`config.mk`:
```
export PLATFORM = sky130hd
export DESIGN_NAME = pipe_hazard_ctrl
export DESIGN_NICKNAME = d
export VERILOG_FILES = /design/src/rtl/pipe_hazard_ctrl.sv
export SDC_FILE = /design/constraint.sdc
export NUM_CORES = 1
export LEC_CHECK = 0
export ABC_AREA = 0
export CAP_MARGIN = 20
export CORE_ASPECT_RATIO = 0.75
export CORE_UTILIZATION = 40
export CTS_CLUSTER_SIZE = 8
export DETAILED_ROUTE_END_ITERATION = 6
export PLACE_DENSITY = 0.87
export SYNTH_ARGS = -nofsm -noshare
export SYNTH_HDL_FRONTEND = slang
export SYNTH_SLANG_ARGS = --single-unit
```
`constraint.sdc`:
```
create_clock -name clk -period 5.2 [get_ports clk]
set_input_delay 1.04 -clock clk [delete_from_list [all_inputs] [get_ports clk]]
set_output_delay 1.04 -clock clk [all_outputs]
set_load 0.02 [all_outputs]
```
`src/rtl/pipe_hazard_ctrl.sv`:
```
// ---------------------------------------------------------------------------
// pipe_hazard_ctrl
//
// Hazard and stall controller for the 5-stage RV64 pipeline. It takes the
// execute-stage view of ID/EX, the decode-stage source indices and the
// memory / multiplier handshakes. From these it produces the per-register
// hold (write inhibit) and flush (bubble) controls, the PC redirect, a sticky
// memory-wait watchdog and a saturating stall-cycle counter.
//
// Ports
//   clk, rst                      clock; synchronous active-low reset
//   id_rs1_idx/id_rs2_idx         decode source register indices
//   id_rs1_used/id_rs2_used       decode instruction reads that source
//   ex_rd_idx, ex_rmem            ID/EX destination index, ID/EX is a load
//   ex_branch_taken/_target       taken branch/jump resolved in EX, target
//   ex_mul_start, ex_mul_done     multicycle mul/div launch pulse, result valid
//   mem_req_valid, mem_ready      MEM access outstanding, access completes
//   pc_hold .. exmem_hold         inhibit register write
//   ifid_flush .. exmem_flush     load a bubble on the next edge
//   redirect_valid, redirect_pc   PC takes redirect_pc on the next edge
//   mem_timeout                   sticky watchdog error
//   stall_cycles                  saturating count of cycles with pc_hold=1
// ---------------------------------------------------------------------------
module pipe_hazard_ctrl #(
  parameter int ADDR_W      = 64,
  parameter int MEM_TIMEOUT = 255,
  parameter int CNT_W       = 32
) (
  input  logic              clk,
  input  logic              rst,
  input  logic [4:0]        id_rs1_idx,
  input  logic [4:0]        id_rs2_idx,
  input  logic              id_rs1_used,
  input  logic              id_rs2_used,
  input  logic [4:0]        ex_rd_idx,
  input  logic              ex_rmem,
  input  logic              ex_branch_taken,
  input  logic [ADDR_W-1:0] ex_branch_target,
  input  logic              ex_mul_start,
  input  logic              ex_mul_done,
  input  logic              mem_req_valid,
  input  logic              mem_ready,
  output logic              pc_hold,
  output logic              ifid_hold,
  output logic              idex_hold,
  output logic              exmem_hold,
  output logic              ifid_flush,
  output logic              idex_flush,
  output logic              exmem_flush,
  output logic              redirect_valid,
  output logic [ADDR_W-1:0] redirect_pc,
  output logic              mem_timeout,
  output logic [CNT_W-1:0]  stall_cycles
);

  typedef enum logic [1:0] {
    RUN      = 2'd0,
    MEM_WAIT = 2'd1,
    MUL_WAIT = 2'd2
  } state_t;

  // Watchdog is at least 8 bits wide, wider if the timeout needs it.
  localparam int              WD_NEED  = $clog2(MEM_TIMEOUT + 1);
  localparam int              WD_W     = (WD_NEED > 8) ? WD_NEED : 8;
  localparam logic [WD_W-1:0] WD_LIMIT = WD_W'(MEM_TIMEOUT);

  state_t            state_q, state_d;
  logic              ret_mul_q, ret_mul_d;   // 1: MEM_WAIT returns to MUL_WAIT
  logic [WD_W-1:0]   wd_q;
  logic              timeout_q;
  logic [CNT_W-1:0]  stall_q;

  logic mem_stall;
  logic load_use;
  logic eff_mul;
  logic ifid_flush_raw, idex_flush_raw, exmem_flush_raw;

  assign mem_stall = mem_req_valid & ~mem_ready;

  // A multiply is outstanding either in MUL_WAIT or parked behind a memory
  // stall. In the cycle the memory access completes, the interrupted state's
  // rules already apply, so the pipeline does not lose a cycle on release.
  assign eff_mul = (state_q == MUL_WAIT) | ((state_q == MEM_WAIT) & ret_mul_q);

  assign load_use = ex_rmem & (ex_rd_idx != 5'd0) &
                    ((id_rs1_used & (id_rs1_idx == ex_rd_idx)) |
                     (id_rs2_used & (id_rs2_idx == ex_rd_idx)));

  always_comb begin
    // NOTE: every output of this block gets a default first, so no path can
    // leave one unassigned and infer a latch.
    state_d         = state_q;
    ret_mul_d       = ret_mul_q;
    pc_hold         = 1'b0;
    ifid_hold       = 1'b0;
    idex_hold       = 1'b0;
    exmem_hold      = 1'b0;
    ifid_flush_raw  = 1'b0;
    idex_flush_raw  = 1'b0;
    exmem_flush_raw = 1'b0;
    redirect_valid  = 1'b0;
    redirect_pc     = '0;

    if (!rst) begin
      state_d   = RUN;
      ret_mul_d = 1'b0;
    end else if (mem_stall) begin
      pc_hold    = 1'b1;
      ifid_hold  = 1'b1;
      idex_hold  = 1'b1;
      exmem_hold = 1'b1;
      state_d    = MEM_WAIT;
      // A mul launched in the stalling cycle is remembered, not dropped.
      ret_mul_d  = eff_mul | ex_mul_start;
    end else if (eff_mul) begin
      if (ex_mul_done) begin
        state_d = RUN;
      end else begin
        pc_hold         = 1'b1;
        ifid_hold       = 1'b1;
        idex_hold       = 1'b1;
        exmem_flush_raw = 1'b1;
        state_d         = MUL_WAIT;
      end
    end else begin
      state_d = ex_mul_start ? MUL_WAIT : RUN;
      if (ex_branch_taken) begin
        redirect_valid = 1'b1;
        redirect_pc    = ex_branch_target;
        ifid_flush_raw = 1'b1;
        idex_flush_raw = 1'b1;
      end else if (load_use) begin
        pc_hold        = 1'b1;
        ifid_hold      = 1'b1;
        idex_flush_raw = 1'b1;
      end
    end
  end

  // Hold beats flush on the same register: the register keeps its value.
  assign ifid_flush  = ifid_flush_raw  & ~ifid_hold;
  assign idex_flush  = idex_flush_raw  & ~idex_hold;
  assign exmem_flush = exmem_flush_raw & ~exmem_hold;

  assign mem_timeout  = timeout_q;
  assign stall_cycles = stall_q;

  // NOTE: reset is sampled on the clock edge only; it is not in the
  // sensitivity list, which keeps every flop a plain synchronous-reset flop.
  always_ff @(posedge clk) begin
    if (!rst) begin
      state_q   <= RUN;
      ret_mul_q <= 1'b0;
      wd_q      <= '0;
      timeout_q <= 1'b0;
      stall_q   <= '0;
    end else begin
      // NOTE: non-blocking assignments so every flop samples pre-edge values.
      state_q   <= state_d;
      ret_mul_q <= ret_mul_d;

      // Counts cycles spent in MEM_WAIT; zero on entry, parks at the limit.
      if (state_q != MEM_WAIT) begin
        wd_q <= '0;
      end else if (wd_q < WD_LIMIT) begin
        wd_q <= wd_q + 1'b1;
      end

      if ((state_q == MEM_WAIT) && (wd_q >= WD_LIMIT)) begin
        timeout_q <= 1'b1;
      end

      if (pc_hold && (stall_q != '1)) begin
        stall_q <= stall_q + 1'b1;
      end
    end
  end

endmodule
```
Word level (Yosys, flattened, before mapping). Cells that the tools add are included.

Multiplexer cells: 29. $lt $le $gt $ge: 2. Equality and inequality tests: 6. Bitwise gates (word level): 17. Reduce and logical (&&, ||, !) cells: 5. Multipliers: 0. Divide/modulo/power cells: 0. Shifts and indexed selects: 0. $add $sub $neg: 2.

Operators with widths (number): 64-bit two-way mux (4); 32-bit by 1-bit adder with 32-bit output, second input constant (1); 32-bit != test, second input constant (1); 1-bit two-way mux (22); 5-bit == test (2); 1-bit AND (9); 8-bit by 1-bit adder with 8-bit output, second input constant (1); 8-bit >= comparator, second input constant (1); 8-bit < comparator, second input constant (1); 2-bit two-way mux (3); 1-bit NOT (5); 5-bit nonzero test (1); 2-bit OR reduction (2); 1-bit OR (3); 2-bit by 1-bit == test with 1-bit output, second input constant (1); 2-bit == test, second input constant (1); 1-bit logical AND (2); 2-bit by 1-bit != test with 1-bit output, second input constant (1).

Bits in latches: 0. Bits in writable memories: 0. Input bits: 89. Memories kept: 0. Bits in read-only memories: 0. Flip-flop bits (word level): 44.

Longest topological paths before layout. Gate-level depths: netlist of the first run.

Depth in word-level cells: 11. Gate-level depth with buffers: 10. Gate-level depth less buffers: 7.

Least setup slack after synthesis of the first run. No wires, ideal clock.

Kind: input -> output. From: in ex_rd_idx[1]. To: out pc_hold. Path slack: 1.581 ns. Stages on the path: 9. Arrival: 2.579 ns. Buffers on the path: 4. Cell sequence: or4_1 > o21ai_1 > nor3_1 > a21boi_2 > buf_6 > buf_8 > buf_8 > nor2_1 > buf_4.

Word-level cells in the longest chain between the ends: 9.

RTL lines: start, declared (RTL line 35) `input logic [4:0] ex_rd_idx,`; 5-bit == test, on equally long branches (RTL line 86, 87); 1-bit AND, on equally long branches (RTL line 86, 87); 1-bit OR (RTL line 86) `((id_rs1_used & (id_rs1_idx == ex_rd_idx)) |`; 1-bit AND * (RTL line 85) `assign load_use = ex_rmem & (ex_rd_idx != 5'd0) &`; 1-bit two-way mux * (5 in series); end, declared (RTL line 43) `output logic pc_hold,`.

Every way passes the cells marked *; elsewhere a longest branch is shown, timed or not.

Worst setup path after layout of the first run.
From: in mem_ready. To: out redirect_pc[62].

Word-level cells in the longest chain between the ends: 4.

RTL lines: start, declared (RTL line 42) `input logic mem_ready,`; 1-bit NOT (RTL line 78) `assign mem_stall = mem_req_valid & ~mem_ready;`; 1-bit AND (RTL line 78); 64-bit two-way mux (RTL line 107) `end else if (mem_stall) begin`; 64-bit two-way mux (RTL line 104) `if (!rst) begin`; end, declared (RTL line 51) `output logic [ADDR_W-1:0] redirect_pc,`.

Every way passes these cells.

==> impl_metrics.yaml, run 1 <==
status:
  status: "finished, final reports clean"
min_path:
  whs_endpoint: "ret_mul_q"
  worstHoldPathType: "flop to flop"
  worstHoldStart: "ret_mul_q"
  hold_path_depth: 2
worst_setup_path:
  r2r-end: "stall_cycles[10]"
  cp-startpoint: "mem_ready"
  cpMaxStageDelayCell: "clkdlybuf4s50_1"
  startpoint_type: "input port"
  required_ns: 4.16
  crit_chain: "clkdlybuf4s50_1 > nand2b_1 > nand2_1 > nor2_2 > buf_4 > and3_1 > clkdlybuf4s50_1"
  path_depth: 7
  reg2reg_depth: 8
  cp_common_cell: "clkdlybuf4s50_1"
  critPathTopFamily: "buffers and inverters"
  critPathBufInv: 3
  critical_path.max_stage_delay_ns: 0.67
  reg2reg_from: "stall_cycles[0]"
  worstPathMaxFanout: 67
  reg2reg_slack_ns: 2.44
  critPathCaptureType: "primary output"
  worstPathArrival_ns: 3.27
  worstSetupPathType: "input port to primary output"
power:
  p_sw_share_pct: 28.1
  ir_drop_uv: 117
  p_seq_share_pct: 43.4
  pwr-share-comb_pct: 28.0
  clockPowerShare_pct: 28.6
  power_density_nw_per_um2: 159
  p_int_uw: 568
  p_leak_nw: 1.84
  switching_power_uw: 223
floorplan:
  start_util_pct: 42.6
  core_sq_um: 7030
  rows: 26
  die_area_sq_um: 7830
  pin_count: 194
  die_w_microns: 102
  die_h_microns: 76.9
clocking:
  clk_pin_slew_worst_paths_ns: 0.08
  clkLatencyLatePin_ns: 0.30
  cts_buffers: 5
  cts_tree: "yes"
  root_buffer: "clkbuf_8"
  clk_path_buf_depth: 2
  ctsHoldBuffers: 0
  cts_resized: 0
  post_cts_buffers: 0
  cts_max_level: 2
  clkSinkCount: 44
yosys:
  synthDistinctLibCells: 51
  synth_nets: 465
  synthArstFlopShare_pct: 0
  yosysWarnings: 0
  ys_top_cells_by_area: "dfxtp_1 (29%), and3_1 (14%), or4_1 (6.8%)"
  synthCells: 374
  synth-main-ff-cell: "dfxtp_1"
  yosysMostFrequentCell: "and3_1"
  yosysSeqAreaShare_pct: 29.4
  synth_enable_flop_cells: 0
  synth_top_area_share_pct: 29.4
  synth_top_area_cell: "dfxtp_1"
  synth_common_cells: "and3_1 (67), dfxtp_1 (44), a21oi_1 (27), or4_1 (27), o31ai_1 (26)"
  ys_ff_latch: 44
  avgSynthCellArea_sq_um: 8.00
  syn_area_sq_um: 2990
drt:
  drc: 0
  vias: 3596
  wirelength_mm: 10.7
  postRouteAntennaNets: 0
  vias_per_cell: 5.57
  first_pass_iters: 5
  drt_iter0_drc: 221
  avgRoutedWirePerCell_microns: 16.6
timing:
  setup_viol: 0
  finClkSkew_ns: 0.00655
  hold_ws_ns: 0.508
  tightest_slew_ns: 0.552
  rsz0062_at_grt: "false"
  drv_slew: 0
  slew_headroom_pct: 63.2
  fin_crit_sh_pct: 82.8
  tns_ns: 0
  finalHoldViolCount: 0
  layout_min_cycle_time_ns: 4.31
  fmax_mhz: 232
global_route:
  antenna_found_initial: 0
  grt_pass1_wl_mm: 16.7
  grt.overflow.total: 0
  grt_pass1_vias: 3293
  track_usage_pct: 26.7
  grt_max_degree: 68
layout:
  nets: 638
  num_antenna_cells: 0
  stdcell_count: 646
  fin_util_pct: 70.9
  final_cell_area_sq_um: 4980
  drive_above_1_share_pct: 4.93
  syn2layout_area_growth_pct: 66.5
placed_design:
  dp.cells: 638
  dp_hpwl_mm: 8.03
  gp_congestion: 0.804
  numPortBuffers: 193
  placed_area_sq_um: 4890
job:
  maxCapViolCount: 0
## cell families after synthesis
| logic type | share of synthesized area (%) |
|---|---|
| compound gates | 17.2 |
| fa+ha+maj | 0.836 |
| buf+inv | 7.99 |
| mux | 0.669 |
| xor+xnor | 3.51 |
| flops | 29.4 |
| simple gates | 40.3 |
## routing by layer
layer / routed length, microns / GRT usage, % / vias to the layer above
met1: 4780 / 34.3 / 1692
met5: 0 / 0 / -
li1: - / - / 1773
met2: 5170 / 45.3 / 118
met4: 158 / 6.00 / 0
met3: 622 / 5.93 / 13
## area by class of cell
cell class / instances / area [sq um]
timing repair buffer: 200 / 1980
fill: 573 / 2050
sequential: 44 / 881
multi-input combinational: 291 / 1880
inverter: 5 / 18.8
tap: 98 / 123
clock buffer: 8 / 90.1
## metrics by stage
step	worst slack (ns)	power, mW
after floorplan	1.58	0.453
after global placement	1.01	0.568
after detailed placement	0.912	0.571
after CTS	0.906	0.791
after global routing	0.757	0.816
final	0.892	0.791
## flip-flops by register name (all words and copies together), names as in the netlist
register,count
stall_cycles,32
wd_q,8
state_q,2
mem_timeout,1
ret_mul_q,1
## cell usage in the layout (no fill, tap or decap), types with 3 or more instances in the layout
master	count
nand3_1	20
a21oi_1	27
and4_1	6
xnor2_1	11
nor3_1	3
inv_1	4
dfxtp_1	44
clkdlybuf4s50_1	193
and2_1	5
nand2_1	19
nand4_1	14
buf_4	7
o41ai_1	3
and3_1	67
nor2_1	17
o31ai_1	26
o21ai_0	3
or4_1	27
clkbuf_8	6
## how the worst max path moves through the flow
stage,end,slack [ns]
finish,redirect_pc[62],0.89
global route,redirect_pc[12],0.76
CTS,redirect_pc[9],0.91
detailed placement,redirect_pc[9],0.91
global placement,redirect_pc[62],1.01
floorplan,pc_hold,1.58
## power groups by stage
stage	combinational, mW	clock [mW]	sequential [mW]
after detailed placement	0.220	0	0.351
final	0.222	0.226	0.343
after CTS	0.221	0.227	0.343
after floorplan	0.101	0	0.351
after global placement	0.217	0	0.351
after global routing	0.234	0.239	0.343
## tightest hold or removal path: cells and delay by family (launching register included)
family	cells	cell delay [ns]
DFF	1	0.32
AOI/OAI and AO/OA	1	0.05
and+or+nand+nor	1	0.10
Note: power is estimated with default switching activity, not from simulation.
==> run 2: changes to the inputs <==
- CORE_UTILIZATION: 40 -> 33
- PLACE_DENSITY: 0.87 -> 0.76
- clock period: 5.2 -> 3.8 ns (I/O delays scaled with it)
==> run 2 against run 1 <==
The run now ends with DRC left. Final cell count grew 1.9%. Critical endpoint is now idex_flush. Clock power increased by 120%. Count of clock-buffer cells in the layout is 3 lower. Wire length rose by 14%. Sequential cell count is the same. Via count is 1.7% higher. Final area increased by 2.4%. Worst setup slack lost 0.74 ns. Register-to-register slack lost 1.5 ns. Die area grew 21%. Global-route usage fell by 1.5 points. Sequential power up 37%.
==> impl_metrics.yaml, run 2 (same netlist as run 1, synthesis figures left out) <==
worst_setup_path:
  worstPathMaxFanout: 3
  startpoint_type: "input port"
  crit_chain: "clkdlybuf4s50_1 > or4_1 > o21ai_1 > and2b_1 > o21a_1 > clkdlybuf4s50_1"
  critPathCaptureType: "primary output"
  critPathBufInv: 2
  worstPathArrival_ns: 2.88
  cpMaxStageDelayCell: "or4_1"
  worstSetupPathType: "input port to primary output"
  required_ns: 3.04
  critical_path.max_stage_delay_ns: 0.55
  critPathTopFamily: "buffers and inverters"
  cp_common_cell: "clkdlybuf4s50_1"
power:
  ir_drop_uv: 209
  switching_power_uw: 344
  p_int_uw: 946
  p_sw_share_pct: 26.7
  power_density_nw_per_um2: 253
  clockPowerShare_pct: 39.0
  p_leak_nw: 1.89
  pwr-share-comb_pct: 24.6
  p_seq_share_pct: 36.4
timing:
  slew_headroom_pct: 54.0
  setup_viol: 0
  hold_ws_ns: 0.507
  tightest_slew_ns: 0.689
  fin_crit_sh_pct: 95.9
  layout_min_cycle_time_ns: 3.64
  fmax_mhz: 274
  finClkSkew_ns: 0.00402
  finalHoldViolCount: 0
  drv_slew: 0
  rsz0062_at_grt: "false"
  tns_ns: 0
min_path:
  worstHoldPathType: "flop to flop"
layout:
  nets: 640
  final_cell_area_sq_um: 5100
  fillers: 764
  stdcell_count: 658
  largest_reg_flops: 32
  regArea_sq_um: 881
  multi_input_area_sq_um: 1880
  num_antenna_cells: 0
  syn2layout_area_growth_pct: 70.6
  drive_above_1_share_pct: 5.64
  fin_util_pct: 59.1
  final_common_cell: "clkdlybuf4s50_1"
  mostFrequentLayoutCells: "clkdlybuf4s50_1 (193), and3_1 (67), dfxtp_1 (44)"
clocking:
  clk_pin_slew_worst_paths_ns: 0.07
  clkLatencyLatePin_ns: 0.29
  post_cts_buffers: 0
  root_buffer: "clkbuf_16"
  clkSinkCount: 44
  cts_max_level: 2
  clk_path_buf_depth: 2
  cts_resized: 0
  cts_tree: "yes"
  ctsHoldBuffers: 0
  cts_buffers: 5
global_route:
  grt_pass1_vias: 3469
  grt_pass1_wl_mm: 18.7
  antenna_found_initial: 0
  grt.overflow.total: 0
  track_usage_pct: 25.3
  grt_max_degree: 68
placed_design:
  dp.cells: 650
  placed_area_sq_um: 4930
  gp_congestion: 0.875
  dp_hpwl_mm: 9.41
  numPortBuffers: 193
floorplan:
  die_area_sq_um: 9450
  pin_count: 194
  core_sq_um: 8640
  start_util_pct: 34.6
  rows: 29
  die_h_microns: 84.5
  die_w_microns: 112
job:
  maxCapViolCount: 0
drt:
  wirelength_mm: 12.2
  drc: 3
  postRouteAntennaNets: 0
  vias: 3657
  first_pass_iters: 7
  drt_iter0_drc: 248
  vias_per_cell: 5.56
  avgRoutedWirePerCell_microns: 18.6
status:
  status: "complete, but fails checks"
  violations: "DRC"
## run 2: changes by cell type in the layout (fill, tap and decap cells not counted), sizes merged
cell | previous run | this run
buf | 7 | 9
clkinvlp | 0 | 1
inv | 4 | 5
bufinv | 0 | 1
clkbuf | 8 | 5
## run 2: power by group through the flow
stage                     logic (mW)  registers [mW]  clock network [mW]
after detailed placement       0.313           0.480                   0
after CTS                      0.315           0.470               0.512
final                          0.317           0.470               0.503
after global routing           0.334           0.470               0.535
after global placement         0.309           0.480                   0
after floorplan                0.139           0.481                   0
## run 2: worst min-delay path, delay by kind of cell, from the launching register on
family | cells | cell delay, ns
and+or+nand+nor | 1 | 0.05
DFF | 1 | 0.35
AOI/OAI and AO/OA | 1 | 0.07
## run 2: layout make-up
class / instances / area share, %
inverters: 5 / 0.368
repair buffers: 202 / 39.4
clock buffers: 5 / 2.45
flip-flops and latches: 44 / 17.3
well taps: 108 / 2.65
multi-input cells: 291 / 36.9
clock inverters: 3 / 0.907
## run 2: layer usage
metal / global-route usage [%] / up-vias / wire length [microns]
met3: 9.39 / 20 / 1140
li1: - / 1780 / -
met2: 37.4 / 133 / 5410
met5: 0 / - / 0
met4: 7.39 / 0 / 240
met1: 34.2 / 1724 / 5450
## run 2: final timing paths
| check | startpoint | endpoint | slack (ns) | depth (start not counted) |
|---|---|---|---|---|
| worst max-delay path | ex_rd_idx[1] | idex_flush | 0.16 | 6 |
| worst min register to register | mem_timeout | mem_timeout | 0.51 | 2 |
| worst min-delay path | mem_timeout | mem_timeout | 0.51 | 2 |
| worst max register to register | stall_cycles[1] | stall_cycles[28] | 0.97 | 8 |
## run 2: metrics by stage
stage	worst slack [ns]	total power, mW
4_1_cts	0.144	1.30
2_1_floorplan	0.741	0.620
5_1_grt	0.0595	1.34
6_report	0.156	1.29
3_3_place_gp	0.163	0.789
3_5_place_dp	0.148	0.793
==> RTL edit (flow settings as in run 2) <==
Register the output `redirect_pc`, cleared by the reset; this adds one clock of latency there. The other outputs are not delayed to match.
--- a/src/rtl/pipe_hazard_ctrl.sv
+++ b/src/rtl/pipe_hazard_ctrl.sv
@@ -64,6 +64,8 @@
   localparam int              WD_W     = (WD_NEED > 8) ? WD_NEED : 8;
   localparam logic [WD_W-1:0] WD_LIMIT = WD_W'(MEM_TIMEOUT);
 
+  logic [ADDR_W-1:0] redirect_pc_d;
+
   state_t            state_q, state_d;
   logic              ret_mul_q, ret_mul_d;   // 1: MEM_WAIT returns to MUL_WAIT
   logic [WD_W-1:0]   wd_q;
@@ -99,7 +101,7 @@
     idex_flush_raw  = 1'b0;
     exmem_flush_raw = 1'b0;
     redirect_valid  = 1'b0;
-    redirect_pc     = '0;
+    redirect_pc_d   = '0;
 
     if (!rst) begin
       state_d   = RUN;
@@ -126,7 +128,7 @@
       state_d = ex_mul_start ? MUL_WAIT : RUN;
       if (ex_branch_taken) begin
         redirect_valid = 1'b1;
-        redirect_pc    = ex_branch_target;
+        redirect_pc_d  = ex_branch_target;
         ifid_flush_raw = 1'b1;
         idex_flush_raw = 1'b1;
       end else if (load_use) begin
@@ -176,4 +178,12 @@
     end
   end
 
+  always_ff @(posedge clk) begin
+    if (!rst) begin
+      redirect_pc <= '0;
+    end else begin
+      redirect_pc <= redirect_pc_d;
+    end
+  end
+
 endmodule
Function: changed (a bounded check fails within 4 cycles, from zero or initial values and one cycle with rst low).
==> RTL edit against run 2 <==
Synthesized cell count is 16% higher. Cell count grew 19%. Synthesized area increased by 38%. Worst setup slack got worse by 4.7 ps. Design area increased by 27%. Sequential cell count is 64 higher. Sequential power rose by 150%. Hold slack got worse by 24 ps. Global-route usage fell by 6.9 points. Total power increased by 88%. Clock skew rose by 1.9 ps. Sequential share of layout area is 16 points higher. Routed wire length fell by 1.4%. Critical path type unchanged.
==> RTL edit: results (changes against run 2) <==
* IO buf count at 193 (unchanged)
* Synth Area in XOR/XNOR at 2.971% (-0.54 points)
* Synth unique cells at 40 (-22%)
* CP max FO at 4 (+1)
* Vias at 3856 (+5.4%)
* Final cell count without fillers at 782 (+19%)
* Leakage dissipation at 0.002487 uW (+32%)
* H-Tree Depth at 3 (+1)
* Starting DRC count in detailed routing at 166 (-33%)
* FF-to-FF End: stall_cycles[18]$_SDFFE_PN0P_
* Sequential share of the synthesized area at 52.38% (+23 points)
* Synth area leaders: dfxtp_1 (52%), and3_1 (11%), mux2i_1 (3.4%), xnor2_1 (2.8%), nand2_1 (2.6%)
* DP HPWL at 9016 um (-4.1%)
* Worst r2r path cells at 6 (-2)
* GRT met3 Usage at 3.961% (-5.4 points)
* DRT met1 WL at 5237 um (-3.8%)
* Maximum vdd drop at 0.2301 mV (+10%)
* Post-synth top cells: dfxtp_1 (108), and3_1 (71), nand2_1 (29)
* GR Util met2 at 31.10% (-6.3 points)
* Final GP Congestion at 0.8412 (-3.9%)
* Syn nets at 525 (+13%)
* Worst path slowest cell: or4_1
* Post-Syn Area per Cell at 9.511 sq um (+19%)
* Status: complete, no violations
* First-pass GRT wire length at 19110 um (+2.1%)
* Met2 wire length at 6042 um (+12%)
* Mux share of post-synthesis cell area at 3.395% (+2.7 points)
* Longest individual stage delay on the worst path at 580 ps (+30 ps)
* Clock skew at 5.957 ps (+1.934 ps)
* Synth Area in Compound Gates at 7.699% (-9.5 points)
* Max reg flops at 64 (+100%)
* Total global-route track usage at 18.32% (-6.9 points)
* Crit path capture: ifid_hold
* FF-to-FF Start: stall_cycles[3]$_SDFFE_PN0P_
* Dpl cells at 766 (+18%)
* Placed inst area at 6191 sq um (+26%)
* Fmax at 274.1 MHz (-0.13%)
* Skew-Pair Late Insertion Delay at 340 ps (+50 ps)
* Fin Hold WS at 483.2 ps (-23.72 ps)
* R2r setup slk at 1030 ps (+60 ps)
* Vias in the first global route at 3701 (+6.7%)
* Detailed Route WL at 12060 um (-1.4%)
* First-pass DRT Iterations at 5 (-2)
* Synth Area in Adders at 0.6062% (-0.23 points)
* GR Util met1 at 23.65% (-11 points)
* Dpl ws at 59.75 ps (-88.11 ps)
* Layout cell share with drive strength beyond 1 at 5.000% (-0.64 points)
* Worst slew pin tran at 848.8 ps (+159.8 ps)
-- RTL edit: cell types whose count changed in the layout (fill, tap and decap cells not counted), moves of 8 or more --
cell and delta:
nand2_1 +10, or4_1 -16, o31ai_1 -15, nor4_1 +10, mux2i_1 +12, nand2b_1 +10
dfxtp_1 +64, a21oi_1 -8
-- RTL edit: report_power, final --
part           leakage [uW]  switching, uW  total (uW)  internal [uW]
Combinational       0.00146            130         295            165
Clock              0.000148            434         956            522
Sequential         0.000877           10.6        1170           1160
Total               0.00249            575        2420           1850
-- RTL edit: cell type report --
type | instances | area (sq um) | area share (%)
clock inverters | 7 | 83.83 | 1.289
flip-flops and latches | 108 | 2162 | 33.24
clock buffers | 9 | 225.2 | 3.463
well taps | 162 | 202.7 | 3.117
repair buffers | 200 | 1979 | 30.43
multi-input cells | 292 | 1836 | 28.22
inverters | 4 | 15.01 | 0.2309
-- RTL edit: repair_timing --
item                       CTS  global route
hold buffers                 0             0
resized for setup            0             1
setup endpoints to repair    0             1
